$ cat config.mk
export PLATFORM = sky130hd
export DESIGN_NAME = forwarding_hazard_unit
export DESIGN_NICKNAME = d
export VERILOG_FILES = /design/src/rtl/forwarding_hazard_unit.sv
export SDC_FILE = /design/constraint.sdc
export NUM_CORES = 1
export LEC_CHECK = 0
export BUFFER_PORTS_ARGS = -buffer_cell sky130_fd_sc_hd__buf_2
export CORE_UTILIZATION = 35
export CTS_CLUSTER_DIAMETER = 150
export DETAILED_ROUTE_END_ITERATION = 12
export SYNTH_ARGS = -nofsm -noshare
export SYNTH_HDL_FRONTEND = slang
export SYNTH_SLANG_ARGS = --single-unit
$ cat constraint.sdc
create_clock -name clk -period 3.6 [get_ports clk]
set_input_delay 0.18 -clock clk [delete_from_list [all_inputs] [get_ports clk]]
set_output_delay 0.18 -clock clk [all_outputs]
set_load 0.005 [all_outputs]
$ cat src/rtl/forwarding_hazard_unit.sv
// Operand-forwarding selects and load-use stall for the EX stage of the 5-stage RV64 pipeline.
// Tracks a shadow EX/MEM/WB pipeline of register indices and control bits in lock-step with the datapath.
module forwarding_hazard_unit #(
   parameter int REG_AW = 5,
   parameter int CNT_W  = 32
) (
   input  logic              clk,
   input  logic              reset,
   input  logic              id_valid,
   input  logic [REG_AW-1:0] id_rs1,
   input  logic [REG_AW-1:0] id_rs2,
   input  logic [REG_AW-1:0] id_rd,
   input  logic              id_reg_write,
   input  logic              id_mem_read,
   input  logic              flush,
   output logic [1:0]        forward_a,
   output logic [1:0]        forward_b,
   output logic              stall,
   output logic [CNT_W-1:0]  stall_count,
   output logic [CNT_W-1:0]  flush_count
);

   typedef struct packed {
      logic              valid;
      logic [REG_AW-1:0] rs1;
      logic [REG_AW-1:0] rs2;
      logic [REG_AW-1:0] rd;
      logic              reg_write;
      logic              mem_read;
   } stage_t;

   localparam logic [1:0] SEL_REGFILE = 2'b00;
   localparam logic [1:0] SEL_WB      = 2'b01;
   localparam logic [1:0] SEL_MEM     = 2'b10;

   stage_t ex_q;
   stage_t mem_q;
   stage_t wb_q;
   stage_t ex_next;

   logic load_use;
   logic insert_bubble;

   // A producer only forwards when it is live, writes a register, and that register is not x0.
   function automatic logic produces(input stage_t s, input logic [REG_AW-1:0] src);
      return s.valid && s.reg_write && (s.rd != '0) && (s.rd == src);
   endfunction

   // Youngest producer (MEM) wins over the older one (WB); nothing forwards into an empty EX slot.
   function automatic logic [1:0] select_for(input stage_t ex, input stage_t mem, input stage_t wb,
                                              input logic [REG_AW-1:0] src);
      logic [1:0] sel;
      sel = SEL_REGFILE;
      if (ex.valid) begin
         if (produces(mem, src)) begin
            sel = SEL_MEM;
         end else if (produces(wb, src)) begin
            sel = SEL_WB;
         end
      end
      return sel;
   endfunction

   // A load in EX whose result the ID instruction needs cannot be forwarded in time; a taken
   // branch discards the ID instruction, so the stall is meaningless and suppressed.
   always_comb begin
      load_use = id_valid && ex_q.valid && ex_q.mem_read && (ex_q.rd != '0) &&
                 ((ex_q.rd == id_rs1) || (ex_q.rd == id_rs2));
      stall    = load_use && !flush;
   end

   always_comb begin
      forward_a = select_for(ex_q, mem_q, wb_q, ex_q.rs1);
      forward_b = select_for(ex_q, mem_q, wb_q, ex_q.rs2);
   end

   // Bubbles are fully zeroed so a squashed slot never carries stale indices forward.
   always_comb begin
      insert_bubble = flush || stall || !id_valid;
      ex_next       = '0;
      if (!insert_bubble) begin
         ex_next.valid     = 1'b1;
         ex_next.rs1       = id_rs1;
         ex_next.rs2       = id_rs2;
         ex_next.rd        = id_rd;
         ex_next.reg_write = id_reg_write;
         ex_next.mem_read  = id_mem_read;
      end
   end

   always_ff @(posedge clk or posedge reset) begin
      if (reset) begin
         ex_q  <= '0;
         mem_q <= '0;
         wb_q  <= '0;
      end else begin
         ex_q  <= ex_next;
         mem_q <= ex_q;
         wb_q  <= mem_q;
      end
   end

   // Event counters wrap silently; they observe the pipeline but never feed back into it.
   always_ff @(posedge clk or posedge reset) begin
      if (reset) begin
         stall_count <= '0;
         flush_count <= '0;
      end else begin
         if (stall) begin
            stall_count <= stall_count + 1'b1;
         end
         if (flush) begin
            flush_count <= flush_count + 1'b1;
         end
      end
   end

endmodule

* Word level (Yosys, flattened, before mapping)
Index checks and enable logic that the tools add are counted.
** Cells by class
- Eq/ne operators :: 6
- $add $sub $neg :: 2
- Muxes and demuxes :: 7
- Reductions and logical operators :: 21
** Operators with widths (count)
- adder 32 x 1 -> 32 bit, second input constant :: 2
- equality test 5 bit :: 6
- two-way mux 18 bit :: 1
- nonzero test 5 bit :: 3
- logical AND 1 bit :: 13
- two-way mux 2 bit :: 4
- logical OR 1 bit :: 3
- zero test 1 bit :: 2
- two-way mux 1 bit :: 2
** Word-level totals
- Logic and storage cells :: 50
- Register bits after elaboration :: 96
- Input port bits :: 21

* Depth between registers and ports, before layout
- Depth in word-level cells :: 8
- Depth in mapped cells :: 7

* Worst setup path before layout
No wires, ideal clock.
- Path kind :: reg2reg
- Start :: register ex_q[4] (netlist name)
- End :: register stall_count[1]
- Cell stages (with the launch flop) :: 6
- Setup slack :: 1849 ps
- Path buffers :: 0
- Arrival time :: 1626 ps
- Period minus slack after synthesis :: 1751 ps
- Cells stage by stage :: dfrtp_1 xor2_1 nor3_1 a22oi_1 nor3_1 mux2_2
** On the way
- Longest elaborated chain between the ends :: 4
- Elaborated cells on any way between the ends :: 7
- Those cells by class :: eq/ne: 2; reduce/logical: 5
** Ends and longest elaborated chain
- start, declared :: RTL line 36 : stage_t ex_q;
- start signal, assigned :: RTL line 97 : ex_q <= ex_next;
- equality test 5 bit or nonzero test 5 bit (tied branches) :: RTL line 68, 67
- logical OR 1 bit or logical AND 1 bit (tied branches) :: RTL line 68, 67
- logical AND 1 bit * :: RTL line 67 : load_use = id_valid && ex_q.valid && ex_q.mem_read && (ex_q.rd != '0) &&
- logical AND 1 bit * :: RTL line 69 : stall = load_use && !flush;
- net stall :: RTL line 18 : output logic stall,
- end signal, assigned :: RTL line 110 : stall_count <= stall_count + 1'b1;
- end, declared :: RTL line 19 : output logic [CNT_W-1:0] stall_count,
The timed path passes the listed nets; every way through them passes the cells marked *.
A chain may end at the register's enable or synchronous reset.

* Worst setup path in the final report
- Start :: register ex_q[4] (netlist name)
- End :: output stall
** On the way
- Longest elaborated chain between the ends :: 4
- Elaborated cells on any way between the ends :: 7
- Those cells by class :: eq/ne: 2; reduce/logical: 5
** Ends and longest elaborated chain (RTL line)
- equality test 5 bit or nonzero test 5 bit (tied branches) :: 68, 67
- logical OR 1 bit or logical AND 1 bit (tied branches) :: 68, 67
- logical AND 1 bit * :: 67
- logical AND 1 bit * :: 69
- end, declared :: 18
Mark *: on every way between the ends. The rest lies on a longest branch, timed or not.

==> results.toml <==
[pwr]
pwr-share-clk = 0.387
power_density_nw_per_um2 = 441
sequentialPowerShare = 0.523
p_comb_frac = 0.091
swShare = 0.238
ir_worst_vdd_mv = 0.272
p_sw_mw = 0.547
power.internal_mw = 1.75
p_leak_nw = 2.76

[clock_network]
postCtsResizedCells = 0
insertion_delay_ns = 0.33
numCtsBuffers = 9
h-tree-depth = 3
cts_setup_buffers = 0
clk_pin_slew_worst_paths_ns = 0.06
clock-sinks = 96
root_buffer = "clkbuf_16"
cts_tree = "done"
holdBufCountCts = 0
ctsLongestPathBuffers = 2

[timing]
slew_headroom = 0.444
holdWs_ns = 0.00383
setup_viol = 0
min_period_ns = 2.33
period_share = 0.648
worstMarginPinSlew_ns = 0.833
hold_viol = 0
fin_skew_ns = 0.00614
max_freq_ghz = 0.429
finalSetupTns_ns = 0
final-max-slew-violation-count = 0
grt_setup_unrepaired = "false"

[detailed_routing]
drt_iter0_markers = 103
drt-total-wl_mm = 9.18
ant_nets = 0
drc = 0
vias = 2970
avgRoutedWirePerCell_um = 15.0
via_per_inst = 4.85
drtPass1Iterations = 4

[floorplanning]
rows = 40
io_pins = 90
die_h_um = 113
die_area_um2 = 12800
core-area_um2 = 12000
fp.dieW_um = 113
start_util = 0.361

[cells_and_area]
final_cells = 612
multi_input_area_um2 = 1870
fin_area_um2 = 5210
nets = 484
nFillCells = 1148
drive_gt1_frac = 0.261
area_delta_synth_final_pct = 20.4
regArea_um2 = 2400

[placed_design]
numPortBuffers = 89
gp_congestion = 0.801
hpwl_mm = 6.70
placed_cell_area_um2 = 4940
dp_cells = 597

[yosys]
synth_area_leaders = "dfrtp_1 55%, xor2_1 12%, xnor2_1 6.9%, and2_1 2.9%, nand4_1 2.9%"
syn_nets = 390
synth_edf_count = 0
synth_seq_cells = 96
synth_cells = 367
synth_area_leader_cell = "dfrtp_1"
ys_seq_area_frac = 0.555
synth.most_common_cell = "dfrtp_1"
async_flop_share = 1.00
syn-mean-instance-area_um2 = 11.8
ys_warn_count = 0
yosys_most_used_dff = "dfrtp_1"
synth_area_um2 = 4330
synthTopCellsByCount = "96 x dfrtp_1, 58 x xor2_1, 34 x xnor2_1"
synth.top_cell.area_share = 0.555
ys_types = 41

[critical_path]
end_kind = "primary output"
max_stage_delay_ns = 0.42
crit_buf_inv = 2
worstSetupPathType = "reg -> out"
arrival_ns = 2.15
worstPathRequired_ns = 3.42
startpoint_type = "register"
crit_fanout = 32
path_cells = "xor2_1, nor3_1, a22oi_2, buf_4, nor3_1, buf_2"
crit_path_top_delay_cell = "dfrtp_1"
path_common_cell = "nor3_1"
crit_family = "simple AND/OR/NAND/NOR gates"

[global_routing]
antenna_found_initial = 0
grtUsageTotal = 0.150
grt_overflow = 0
grt_pass1_vias = 2947
grt_pass1_wl_mm = 15.0
grt_max_degree = 70

[flow_run]
drv_cap = 0

[run_status]
status = "completed"

[min_path]
hp-class = "in -> async"
[layout make-up]
cell class | count | area share
Sequential cell | 96 | 0.461
Timing Repair Buffer | 91 | 0.0883
Tap cell | 147 | 0.0353
Clock buffer | 14 | 0.0526
Antenna cell | 1 | 0.000480
Multi-Input combinational cell | 257 | 0.358
Inverter | 6 | 0.00480
[power by group through the flow]
stage	sequential (mW)	clock (mW)	combinational (mW)
3_3_place_gp	1.22	0	0.208
2_1_floorplan	1.21	0	0.126
5_1_grt	1.21	0.960	0.237
6_report	1.20	0.889	0.209
3_5_place_dp	1.22	0	0.215
4_1_cts	1.20	0.914	0.215
[per-layer routing]
layer / global-route usage / share of wire / up-vias / wire (µm)
met5: 0 / 0 / - / 0
met1: 0.203 / 0.48 / 1457 / 4400
met2: 0.239 / 0.46 / 54 / 4260
met3: 0.0391 / 0.048 / 7 / 440
li1: - / - / 1452 / -
met4: 0.0421 / 0.0080 / 0 / 73
[stage by stage]
step                power [mW]  worst slack, ns  utilization
finish                    2.30             1.27        0.434
floorplan                 1.34            0.915            -
detailed placement        1.44             1.47        0.411
global placement          1.43             1.55        0.411
global route              2.41             1.09        0.434
CTS                       2.33             1.23        0.434
[logic make-up (layout without fill, tap and decap cells)]
| kind of cell | Yosys count | count (layout) | share of synthesized area |
|---|---|---|---|
| xor+xnor | 92 | 92 | 0.186 |
| mux | 2 | 2 | 0.00520 |
| buf+inv | 14 | 111 | 0.0156 |
| other cells | 0 | 1 | 0 |
| compound gates | 5 | 5 | 0.00896 |
| fa+ha+maj | 2 | 2 | 0.00578 |
| flops | 96 | 96 | 0.555 |
| simple gates | 156 | 156 | 0.224 |
[state kept, by name (all words and copies together), names as in the netlist]
| signal | count |
|---|---|
| mem_q | 7 |
| ex_q | 18 |
| wb_q | 7 |
| flush_count | 32 |
| stall_count | 32 |
[worst register-to-register path, delay by kind of cell (launching register included)]
family | cells | cell delay, ns
and+or+nand+nor | 2 | 0.65
DFF | 1 | 0.42
muxes | 1 | 0.38
buffers and inverters | 1 | 0.27
xor gates and xnor gates | 1 | 0.18
AOI/OAI and AO/OA | 1 | 0.12
[path summary, 6_finish.rpt]
| kind | startpoint | to | slack, ns | cells after the start |
|---|---|---|---|---|
| worst max-delay path | ex_q[4] | stall | 1.27 | 6 |
| worst min-delay path | reset | flush_count[23] | 0.004 | 2 |
| worst max register to register | ex_q[4] | stall_count[1] | 1.48 | 6 |
| worst min register to register | ex_q[1] | mem_q[1] | 0.35 | 0 |
| max in group asynchronous | reset | stall_count[23] | 2.68 | 3 |
| min in group clk | id_rd[4] | ex_q[6] | 0.06 | 2 |
[placed cells by master (no fill, tap or decap), types with 2 or more instances in the layout]
cell type	instances
or4_1	3
xnor2_1	34
nand2_1	23
ha_1	2
nor4_2	3
buf_2	89
inv_1	5
clkbuf_8	3
and4_1	2
buf_4	2
and2_1	20
mux2_2	2
and3_1	6
clkbuf_16	9
dfrtp_1	96
nor4b_2	4
nor4_1	14
xor2_1	58
nand4_1	20
clkbuf_1	2
nand3_1	19
nor2_1	10
nor3_1	18
Note: power is estimated with default switching activity, not from simulation.
